`src/rtl/gnrl_pkg.sv`:
```
// Shared sizing helpers for the generic queue family.
// Pointer and count widths are derived here so every queue sizes them alike.
package gnrl_pkg;

  function automatic int unsigned gnrl_clog2(input int unsigned v);
    int unsigned r;
    r = 0;
    while ((64'd1 << r) < 64'(v)) begin
      r = r + 1;
    end
    return r;
  endfunction

  // A single-entry queue still carries a 1-bit pointer.
  function automatic int unsigned gnrl_ptr_w(input int unsigned depth);
    return (depth > 1) ? gnrl_clog2(depth) : 1;
  endfunction

  function automatic int unsigned gnrl_cnt_w(input int unsigned depth);
    return gnrl_clog2(depth + 1);
  endfunction

endpackage

```
`src/rtl/gnrl_fifo_ptr.sv`:
```
// Wrapping queue pointer: counts 0..DP-1 on inc_i.
// Synchronous active-high reset returns it to slot 0.
module gnrl_fifo_ptr
  import gnrl_pkg::*;
#(
  parameter int unsigned DP = 4,
  localparam int unsigned PW = gnrl_ptr_w(DP)
) (
  input  logic          clk,
  input  logic          rst,
  input  logic          inc_i,
  output logic [PW-1:0] ptr_o
);

  localparam logic [PW-1:0] LAST = PW'(DP - 1);

  logic [PW-1:0] ptr_q;
  logic [PW-1:0] ptr_d;

  // Explicit wrap so non power-of-two depths work.
  always_comb begin
    ptr_d = ptr_q;
    if (inc_i) begin
      ptr_d = (ptr_q == LAST) ? '0 : ptr_q + PW'(1);
    end
  end

  always_ff @(posedge clk) begin
    if (rst) begin
      ptr_q <= '0;
    end else begin
      ptr_q <= ptr_d;
    end
  end

  assign ptr_o = ptr_q;

endmodule

```
`src/rtl/gnrl_fifo.sv`:
```
// Synchronous valid/ready FIFO between adjacent pipeline stages.
// Define GNRL_FIFO_BYPASS_EN for a zero-latency pass-through when empty.
module gnrl_fifo
  import gnrl_pkg::*;
#(
  parameter int unsigned DW = 32,
  parameter int unsigned DP = 4
) (
  input  logic                    clk,
  input  logic                    rst,
  input  logic                    i_vld,
  output logic                    i_rdy,
  input  logic [DW-1:0]           i_dat,
  output logic                    o_vld,
  input  logic                    o_rdy,
  output logic [DW-1:0]           o_dat,
  output logic [$clog2(DP+1)-1:0] cnt
);

  localparam int unsigned PW = gnrl_ptr_w(DP);
  localparam int unsigned CW = gnrl_cnt_w(DP);
  localparam logic [CW-1:0] FULL = CW'(DP);

  logic [CW-1:0] cnt_q;
  logic [CW-1:0] cnt_d;
  logic [PW-1:0] wptr;
  logic [PW-1:0] rptr;
  logic [DW-1:0] mem_q [DP];
  logic [DW-1:0] head;
  logic          full;
  logic          empty;
  logic          push;
  logic          pop;
  logic          byp;

  assign full  = (cnt_q == FULL);
  assign empty = (cnt_q == '0);
  assign i_rdy = !rst && !full;

`ifdef GNRL_FIFO_BYPASS_EN
  // Empty queue hands the producer word straight to the consumer.
  assign byp   = empty && i_vld && o_rdy;
  assign o_vld = empty ? i_vld : 1'b1;
  assign o_dat = empty ? i_dat : head;
`else
  assign byp   = 1'b0;
  assign o_vld = !empty;
  assign o_dat = head;
`endif

  assign push = i_vld && i_rdy && !byp;
  assign pop  = o_vld && o_rdy && !empty && !rst;

  gnrl_fifo_ptr #(.DP(DP)) u_wptr (
    .clk  (clk),
    .rst  (rst),
    .inc_i(push),
    .ptr_o(wptr)
  );

  gnrl_fifo_ptr #(.DP(DP)) u_rptr (
    .clk  (clk),
    .rst  (rst),
    .inc_i(pop),
    .ptr_o(rptr)
  );

  always_comb begin
    cnt_d = cnt_q;
    if (push && !pop) begin
      cnt_d = cnt_q + CW'(1);
    end else if (pop && !push) begin
      cnt_d = cnt_q - CW'(1);
    end
  end

  always_ff @(posedge clk) begin
    if (rst) begin
      cnt_q <= '0;
    end else begin
      cnt_q <= cnt_d;
    end
  end

  assign cnt = cnt_q;

  // Data storage is load-enabled only; no reset needed.
  for (genvar i = 0; i < DP; i++) begin : g_ent
    always_ff @(posedge clk) begin
      if (push && (wptr == PW'(i))) begin
        mem_q[i] <= i_dat;
      end
    end
  end

  if (DP == 1) begin : g_head1
    logic rptr_unused;
    assign rptr_unused = ^rptr;
    assign head = mem_q[0];
  end else begin : g_headn
    assign head = mem_q[rptr];
  end

endmodule

```
`config.mk`:
```
export PLATFORM = sky130hd
export DESIGN_NAME = gnrl_fifo
export DESIGN_NICKNAME = d
export VERILOG_FILES = /design/src/rtl/gnrl_pkg.sv /design/src/rtl/gnrl_fifo_ptr.sv /design/src/rtl/gnrl_fifo.sv
export SDC_FILE = /design/constraint.sdc
export NUM_CORES = 1
export LEC_CHECK = 0
export CAP_MARGIN = 0
export CORE_ASPECT_RATIO = 1.4
export CORE_MARGIN = 8
export CORE_UTILIZATION = 60
export CTS_CLUSTER_SIZE = 24
export DETAILED_ROUTE_END_ITERATION = 8
export DONT_BUFFER_PORTS = 1
export PLACE_DENSITY = 0.76
export SLEW_MARGIN = 20
export SYNTH_ARGS = -nofsm -noshare
export SYNTH_HDL_FRONTEND = slang
export SYNTH_HIERARCHICAL = 1
export SYNTH_SLANG_ARGS = --single-unit
```
`constraint.sdc`:
```
create_clock -name clk -period 7.9 [get_ports clk]
set_clock_uncertainty 0.05 [all_clocks]
set_input_delay 1.185 -clock clk [delete_from_list [all_inputs] [get_ports clk]]
set_output_delay 1.185 -clock clk [all_outputs]
set_load 0.03 [all_outputs]
```
==> impl_metrics.toml, run 1 <==
[setup_path]
critPathMaxFanout = 20
critPathLaunchType = "register"
end_kind = "output port"
criticalPathCategory = "reg -> out"
cp_data_arrival_time_ns = 2.23
critical_path_required_ns = 6.66

[grt]
grt.overflow.total = 0
grt_pass1_wl_um = 13200
first_global_vias = 2305
grtUsageTotal = 0.157
grt_start_max_net_pins = 35
antenna_found_initial = 0

[synthesis]
ys_ff_latch = 135
syn_nets = 249
synth_area_leader_cell = "edfxtp_1"
synth_cell_type_count = 24
avgSynthCellArea_um2 = 24.2
yosysSeqAreaShare = 0.789
synth_warnings = 6
syn-cell-area_um2 = 5050
synth_cells = 209
synth_top_cell_area_share = 0.761
synth_area_leaders = "edfxtp_1 (76%), mux4_2 (13%), dfxtp_1 (2.8%)"

[sta]
hold_viol_final = 0
worst_pin_slew_ns = 0.865
relSlewSlack = 0.423
fin_crit_sh = 0.438
period_needed_ns = 3.46
hold_ws_ns = 0.523
fmax_mhz = 289
finalSetupViolations = 0
rsz0062_at_grt = "no"
slew_viol_final = 0
fin_setup_tns_ns = 0

[routing]
wl_met3_um = 769
drt-met1-wl_um = 3210
via_count = 2094
drtPass1Iterations = 5
viasPerCell = 6.16
wirelength_um = 8540
route.detailed.drc = 0
wl_met2_um = 4370
route.antenna.remaining_nets = 0
drt_iter0_markers = 103
routed.top_layer = "met4"
wl_per_cell_um = 25.1

[final_layout]
final_cells = 340
drive_above_1_share = 0.277
finish.instance_area_um2 = 5710
n_antenna_cell = 0
mostFrequentLayoutCells = "edfxtp_1 (128), mux4_2 (30), clkbuf_16 (17)"
layout.nets = 265
mostFrequentLayoutCell = "edfxtp_1"
fillers = 452
area_delta_synth_final_pct = 13.1

[power_and_ir_drop]
p_leak_uw = 0.00182
power.density_nw_per_um2 = 320
ir_drop_mv = 0.235

[cts]
htree_num_levels = 4
postCtsSetupBuffers = 0
clkTransAtPathRegs_ns = 0.05
root_buffer = "clkbuf_16"
cts_hold_buf = 0
clk_path_buf_depth = 2
cts.sinks = 135
cts_resized = 0
clk_latency_ns = 0.41
cts_tree = "done"
cts_buffers = 17

[placed_design]
port_buffers = 0
place_inst = 308
dp_hpwl_um = 5550
gp_congestion = 0.692
placed_area_um2 = 5140

[floorplanning]
dieHeight_um = 125
initial_core_util = 0.620
pin_count = 73
die_area_um2 = 11700
die_w_um = 93.6
core-area_um2 = 8150
rows = 39

[flow_run]
drv_cap = 0

[min_path]
hold_path.class = "reg -> reg"

[status]
outcome = "finished, final reports clean"
## power breakdown
| group | leakage (uW) | internal (uW) | switching [uW] | total [uW] |
|---|---|---|---|---|
| logic | 0.000325 | 77.3 | 145 | 222 |
| clock network | 0.000278 | 487 | 260 | 747 |
| registers | 0.00122 | 820 | 40.0 | 860 |
## sequential cells by signal, summed over array words and instances (netlist names)
signal,flops
u_rptr/ptr_o,2
cnt,3
mem_q,128
u_wptr/ptr_o,2
## worst max-delay path, stage by stage (launching register included)
cell	delay (ns)
dfxtp_2	0.66
buf_4	0.44
mux4_2	0.69
## metrics by stage
| stage | setup WS (ns) | util | power [uW] |
|---|---|---|---|
| after floorplan | 3.62 | - | 1080 |
| after global routing | 4.26 | 0.701 | 1880 |
| after global placement | 4.85 | 0.631 | 1090 |
| after CTS | 4.36 | 0.701 | 1850 |
| final | 4.44 | 0.701 | 1830 |
| after detailed placement | 4.80 | 0.631 | 1100 |
## cell type report
cell class / instances / area (um2) / share of cell area
Timing Repair Buffer: 4 / 30.0 / 0.00526
Inverter: 4 / 15.0 / 0.00263
Multi-Input combinational cell: 63 / 983 / 0.172
Clock inverter: 13 / 136 / 0.0239
Clock buffer: 19 / 433 / 0.0758
Tap cell: 102 / 128 / 0.0223
Sequential cell: 135 / 3990 / 0.698
## Yosys cell counts, drive strengths merged
cell / count
edfxtp: 128
mux4: 32
buf: 7
dfxtp: 7
inv: 4
nor2: 4
a21oi: 3
ha: 3
mux2i: 3
or3b: 3
nand2b: 2
nand3: 2
nor3b: 2
or3: 2
xor2: 2
and2: 1
and3: 1
fa: 1
nor3: 1
o21ai: 1
## per-layer routing
metal,vias to the layer above,global-route usage
met5,-,0
met4,0,0.0834
met3,20,0.0676
met2,85,0.247
met1,1078,0.175
li1,911,-
## worst paths after layout
check	startpoint	endpoint	cells after the start	slack [ns]
setup / recovery	u_rptr/ptr_o[0]	o_dat[23]	2	4.44
setup reg to reg	cnt[0]	cnt[2]	8	5.27
hold reg to reg	u_wptr/ptr_o[0]	u_wptr/ptr_o[0]	2	0.52
hold / removal	u_wptr/ptr_o[0]	u_wptr/ptr_o[0]	2	0.52
## logic make-up after synthesis
family,synth area share
flops,0.789
mux,0.150
simple gates,0.0225
buf+inv,0.0201
compound gates,0.00396
fa+ha+maj,0.0114
xor+xnor,0.00347
Note: power is estimated with default switching activity, not from simulation.
==> run 2, diff against run 1 <==
- clock period: 7.9 -> 3.6 ns (I/O delays scaled with it)
==> run 2 against run 1 <==
  * Global-route usage is 0.72 points higher
  * Via count is 1.1% higher
  * Design area increased by 0.64%
  * Core utilization rose by 0.45 points
  * Register-to-register slack lost 4.3 ns
  * Routed wire length up 3.9%
  * Critical path depth stayed put
  * Flip-flop and latch count unchanged
  * Non-clock buffer count grew 3
==> impl_metrics.toml, run 2 (synthesis gave the netlist of run 1 again) <==
[min_path]
hold-path-cell-count = 1
min_from = "rst"
whs_endpoint = "u_rptr/ptr_o[0]"
hold_path.class = "in -> reg"

[final_layout]
final_util = 0.705
mostFrequentLayoutCell = "edfxtp_1"
layout.nets = 268
area_delta_synth_final_pct = 13.8
drive_above_1_share = 0.290
largest_register_ffs = 128
n_antenna_cell = 0
fillers = 446
mostFrequentLayoutCells = "edfxtp_1 (128), mux4_2 (30), clkbuf_16 (17)"
regMostFlops = "mem_q"

[setup_path]
crit_chain = "buf_4, mux4_2"
reg2reg_to = "cnt[2]"
end_kind = "output port"
cp.depth = 2
reg2regPathDepth = 9
critical_path_required_ns = 3.01
critPathBufInv = 1
reg2reg_from = "cnt[0]"
cp_data_arrival_time_ns = 2.33
cpMaxStageDelayCell = "dfxtp_2"
critPathLaunchType = "register"
criticalPathCategory = "reg -> out"
critPathMaxFanout = 26
critPathTopFamily = "flip-flops"
critPathMaxStageDelay_ns = 0.89
r2r_setup_slack_ns = 0.98

[cts]
cts_hold_buf = 0
cts_buffers = 17
postCtsSetupBuffers = 0
clk_path_buf_depth = 2
root_buffer = "clkbuf_16"
clk_latency_ns = 0.40
htree_num_levels = 4
cts.sinks = 135
cts_tree = "done"
cts_resized = 0
clkTransAtPathRegs_ns = 0.05

[status]
outcome = "finished, final reports clean"

[sta]
worst_pin_slew_ns = 0.866
finalSetupViolations = 0
fmax_mhz = 342
slew_viol_final = 0
hold_viol_final = 0
relSlewSlack = 0.423
period_needed_ns = 2.92
rsz0062_at_grt = "no"
fin_crit_sh = 0.811
timing.final.ws_setup_ns = 0.680

[grt]
antenna_found_initial = 0
first_global_vias = 2346
grt.overflow.total = 0
grt_pass1_wl_um = 13600
grtUsageMet3 = 0.0875
met1_usage = 0.163
grt_use_met2 = 0.279
grt_start_max_net_pins = 35
grt_busiest_layer = "met2"
grtUsageTotal = 0.164

[power_and_ir_drop]
p_leak_uw = 0.00184
power.density_nw_per_um2 = 698
ir_drop_mv = 0.476

[floorplanning]
die_w_um = 93.6
dieHeight_um = 125
rows = 39
die_area_um2 = 11700
pin_count = 73
core-area_um2 = 8150
initial_core_util = 0.620

[routing]
drt_iter0_markers = 89
drtPass1Iterations = 4
route.detailed.drc = 0
wl_per_cell_um = 25.9
route.antenna.remaining_nets = 0
wirelength_um = 8870
via_count = 2117
viasPerCell = 6.17

[placed_design]
port_buffers = 0
pre_cts_ws_ns = 0.992
gp_congestion = 0.650
dp_hpwl_um = 5630

[flow_run]
drv_cap = 0
## run 2: cell types whose count changed in the layout (fill, tap and decap cells not counted), sizes merged
cell	delta
buf	+3
clkinv	-1
clkbuf	+1
## run 2: worst max-delay path by stage
stage,startpoint,to
after floorplan,cnt[0],mem_q[0][0]
after global placement,u_rptr/ptr_o[0],o_dat[20]
after detailed placement,cnt[0],cnt[2]
after CTS,u_rptr/ptr_o[0],o_dat[19]
after global routing,u_rptr/ptr_o[0],o_dat[19]
final,u_rptr/ptr_o[0],o_dat[19]
## run 2: layout make-up
type                    count  area (um2)  share of cell area
inverters                   4        15.0             0.00261
well taps                 102         128              0.0222
flip-flops and latches    135        3990               0.694
repair buffers              7        52.6             0.00914
clock inverters            12         134              0.0233
clock buffers              20         437              0.0760
multi-input cells          63         996               0.173
## run 2: per-stage QoR
| step | hold WS, ns | cells | power, uW | TNS (ns) | cell area (um2) |
|---|---|---|---|---|---|
| after floorplan | 0.427 | 209 | 2360 | -0.466 | 5060 |
| after global placement | 0.504 | 311 | 2390 | 0 | 5180 |
| after detailed placement | 0.529 | 311 | 2420 | 0 | 5180 |
| after CTS | 0.124 | 343 | 4050 | 0 | 5750 |
| after global routing | 0.124 | 343 | 4150 | 0 | 5750 |
| final | 0.142 | 343 | 4010 | 0 | 5750 |
## run 2: routing by layer
metal  vias to the layer above  routed length, um
met1                      1088               2860
met4                         0                143
met2                        98               5010
li1                        918                  -
met3                        13                863
met5                         -                  0
## run 2: where the power goes
group          leakage [uW]  switching, uW  total (uW)  internal (uW)
Combinational      0.000343            307         482            174
Sequential          0.00122            102        1900           1800
Clock              0.000280            555        1630           1070
==> run 3, diff against run 2 <==
- ABC_AREA: unset -> 1
- CORE_UTILIZATION: 60 -> 56
- PLACE_DENSITY: 0.76 -> 0.74
- clock period: 3.6 -> 2.5 ns (I/O delays scaled with it)
==> run 3 against run 2 <==
  * First-iteration DRC count is 110% higher
  * Design area grew 14%
  * Global-route usage is 0.77 points higher
  * Critical path depth increased by 2
  * Largest power group unchanged
  * Largest cell class unchanged
  * Die area increased by 8.9%
  * Core utilization rose by 1.7 points
==> impl_metrics.toml, run 3 <==
[routing]
route.antenna.remaining_nets = 0
wl_per_cell_um = 18.1
drtPass1Iterations = 5
drt_iter0_markers = 188
route.detailed.drc = 0
via_count = 3267
viasPerCell = 5.66
wirelength_um = 10500

[synthesis]
async_flop_share = 0
synth_most_common_cell = "edfxtp_1"
avgSynthCellArea_um2 = 13.9
synth_edf_count = 128
syn-cell-area_um2 = 5210
synth-main-ff-cell = "edfxtp_1"
synth_top_cell_area_share = 0.738
synth_xor_area_frac = 0.00168
syn_nets = 414
synth_compound_area_frac = 0.107
yosys.area_share.simple = 0.0692
synth_top_family_by_area = "compound AO/OA/AOI/OAI gates"
synth_cells = 374
synth_cell_type_count = 22
synth_area_leader_cell = "edfxtp_1"
synth_area_leaders = "edfxtp_1 (74%), nor2_1 (5.3%), o22ai_1 (3.8%)"
synthTopCellsByCount = "edfxtp_1 (128), nor2_1 (73), o21ai_0 (39)"
yosysSeqAreaShare = 0.765
ys_ff_latch = 135
synth_fa_ha_area_frac = 0.0110
synth_mux_area_frac = 0
synth_warnings = 6

[setup_path]
cp_data_arrival_time_ns = 1.83
crit_end = "o_dat[7]"
end_kind = "output port"
reg2reg_to = "cnt[2]"
criticalPathCategory = "reg -> out"
r2r_setup_slack_ns = 0.48
reg2regPathDepth = 11
crit_start = "u_rptr/ptr_o[0]"
critPathLaunchType = "register"
critical_path_required_ns = 2.08
reg2reg_from = "cnt[2]"
critPathMaxFanout = 16

[status]
outcome = "finished, final reports clean"

[floorplanning]
initial_core_util = 0.577
die_w_um = 97.5
die_area_um2 = 12700
dieHeight_um = 130
core-area_um2 = 9030
rows = 41
pin_count = 73

[grt]
antenna_found_initial = 0
grt_start_max_net_pins = 65
grtUsageTotal = 0.172
grt.overflow.total = 0
first_global_vias = 3336
grt_pass1_wl_um = 16700

[min_path]
hold_path.class = "in -> reg"
hold-path-cell-count = 3

[final_layout]
layout.nets = 497
final_util = 0.723
regMostFlops = "mem_q"
area_delta_synth_final_pct = 25.3
mostFrequentLayoutCell = "edfxtp_1"
drive_above_1_share = 0.185
n_antenna_cell = 0
final_cells = 577
finish.instance_area_um2 = 6530
mostFrequentLayoutCells = "edfxtp_1 (128), nor2_1 (73), buf_4 (48)"
largest_register_ffs = 128

[power_and_ir_drop]
ir_drop_mv = 0.917
power.density_nw_per_um2 = 950
p_leak_uw = 0.00233
sw_frac_of_total = 0.281
switching_power_uw = 1740
pwr-share-clk = 0.373
p_comb_frac = 0.201
p_seq_frac = 0.426
power.internal_uw = 4460

[sta]
hold_viol_final = 0
rsz0062_at_grt = "no"
relSlewSlack = 0.556
fin_crit_sh = 0.902
slew_viol_final = 0
worst_pin_slew_ns = 0.668
period_needed_ns = 2.25
fmax_mhz = 443
finalSetupViolations = 0

[cts]
clk_path_buf_depth = 2
cts_resized = 0
root_buffer = "clkbuf_16"
cts_buffers = 17
clkTransAtPathRegs_ns = 0.05
clk_latency_ns = 0.41
cts_tree = "done"
cts.sinks = 135
htree_num_levels = 4

[placed_design]
gp_congestion = 0.851
port_buffers = 0
dp_hpwl_um = 6410
placed_area_um2 = 5630
place_inst = 512

[flow_run]
drv_cap = 0
run 3: worst min path at each step:
stage	from	endpoint	slack (ns)
6_report	rst	u_wptr/ptr_o[1]	0.1
5_1_grt	rst	u_wptr/ptr_o[0]	0.1
4_1_cts	rst	u_rptr/ptr_o[0]	0.08
3_5_place_dp	rst	cnt[0]	0.40
3_3_place_gp	rst	cnt[0]	0.40
2_1_floorplan	rst	cnt[0]	0.40
run 3: layer usage:
metal | vias up | wire length (um) | GRT usage
met1 | 1597 | 4150 | 0.181
met4 | 0 | 91 | 0.0760
met5 | - | 0 | 0
li1 | 1554 | - | -
met2 | 108 | 5680 | 0.305
met3 | 8 | 539 | 0.0598
run 3: cells by family after synthesis:
family                   Yosys count
flip-flops                       135
AO/OA/AOI/OAI                    102
AND/OR/NAND/NOR                   93
buffers and inverters             39
adder cells (fa/ha/maj)            4
XOR/XNOR                           1
run 3: worst max-delay path: stages (launching register included):
cell     delay (ns)
dfxtp_2        0.56
buf_4          0.30
o21ai_0        0.13
o22ai_1        0.23
buf_4          0.20
run 3: layout make-up:
| class | instances | area [um2] |
|---|---|---|
| clock inverters | 14 | 134 |
| repair buffers | 83 | 731 |
| fillers | 587 | 2500 |
| flip-flops and latches | 135 | 3990 |
| well taps | 107 | 134 |
| inverters | 20 | 82.6 |
| clock buffers | 18 | 429 |
| multi-input cells | 200 | 1030 |
run 3: what timing repair did:
action / CTS / global route
hold buffers: 33 / 0
buffers inserted: 0 / 0
endpoints found under the setup margin: 0 / 0
hold endpoints to repair: 129 / 0
run 3: through the flow:
stage          power [uW]  hold slack [ns]  setup WS (ns)  TNS, ns
6_report             6200           0.0976          0.245        0
4_1_cts              6230           0.0768          0.222        0
3_3_place_gp         3840            0.401          0.604        0
3_5_place_dp         3870            0.401          0.532        0
5_1_grt              6440           0.0972          0.174        0
2_1_floorplan        3490            0.397         -0.214   -27.46
run 3: power by group through the flow:
stage,clock network (uW),logic [uW],registers [uW]
final,2310,1240,2640
after global placement,0,1160,2680
after CTS,2350,1250,2640
after global routing,2450,1340,2650
after floorplan,0,793,2690
after detailed placement,0,1180,2690
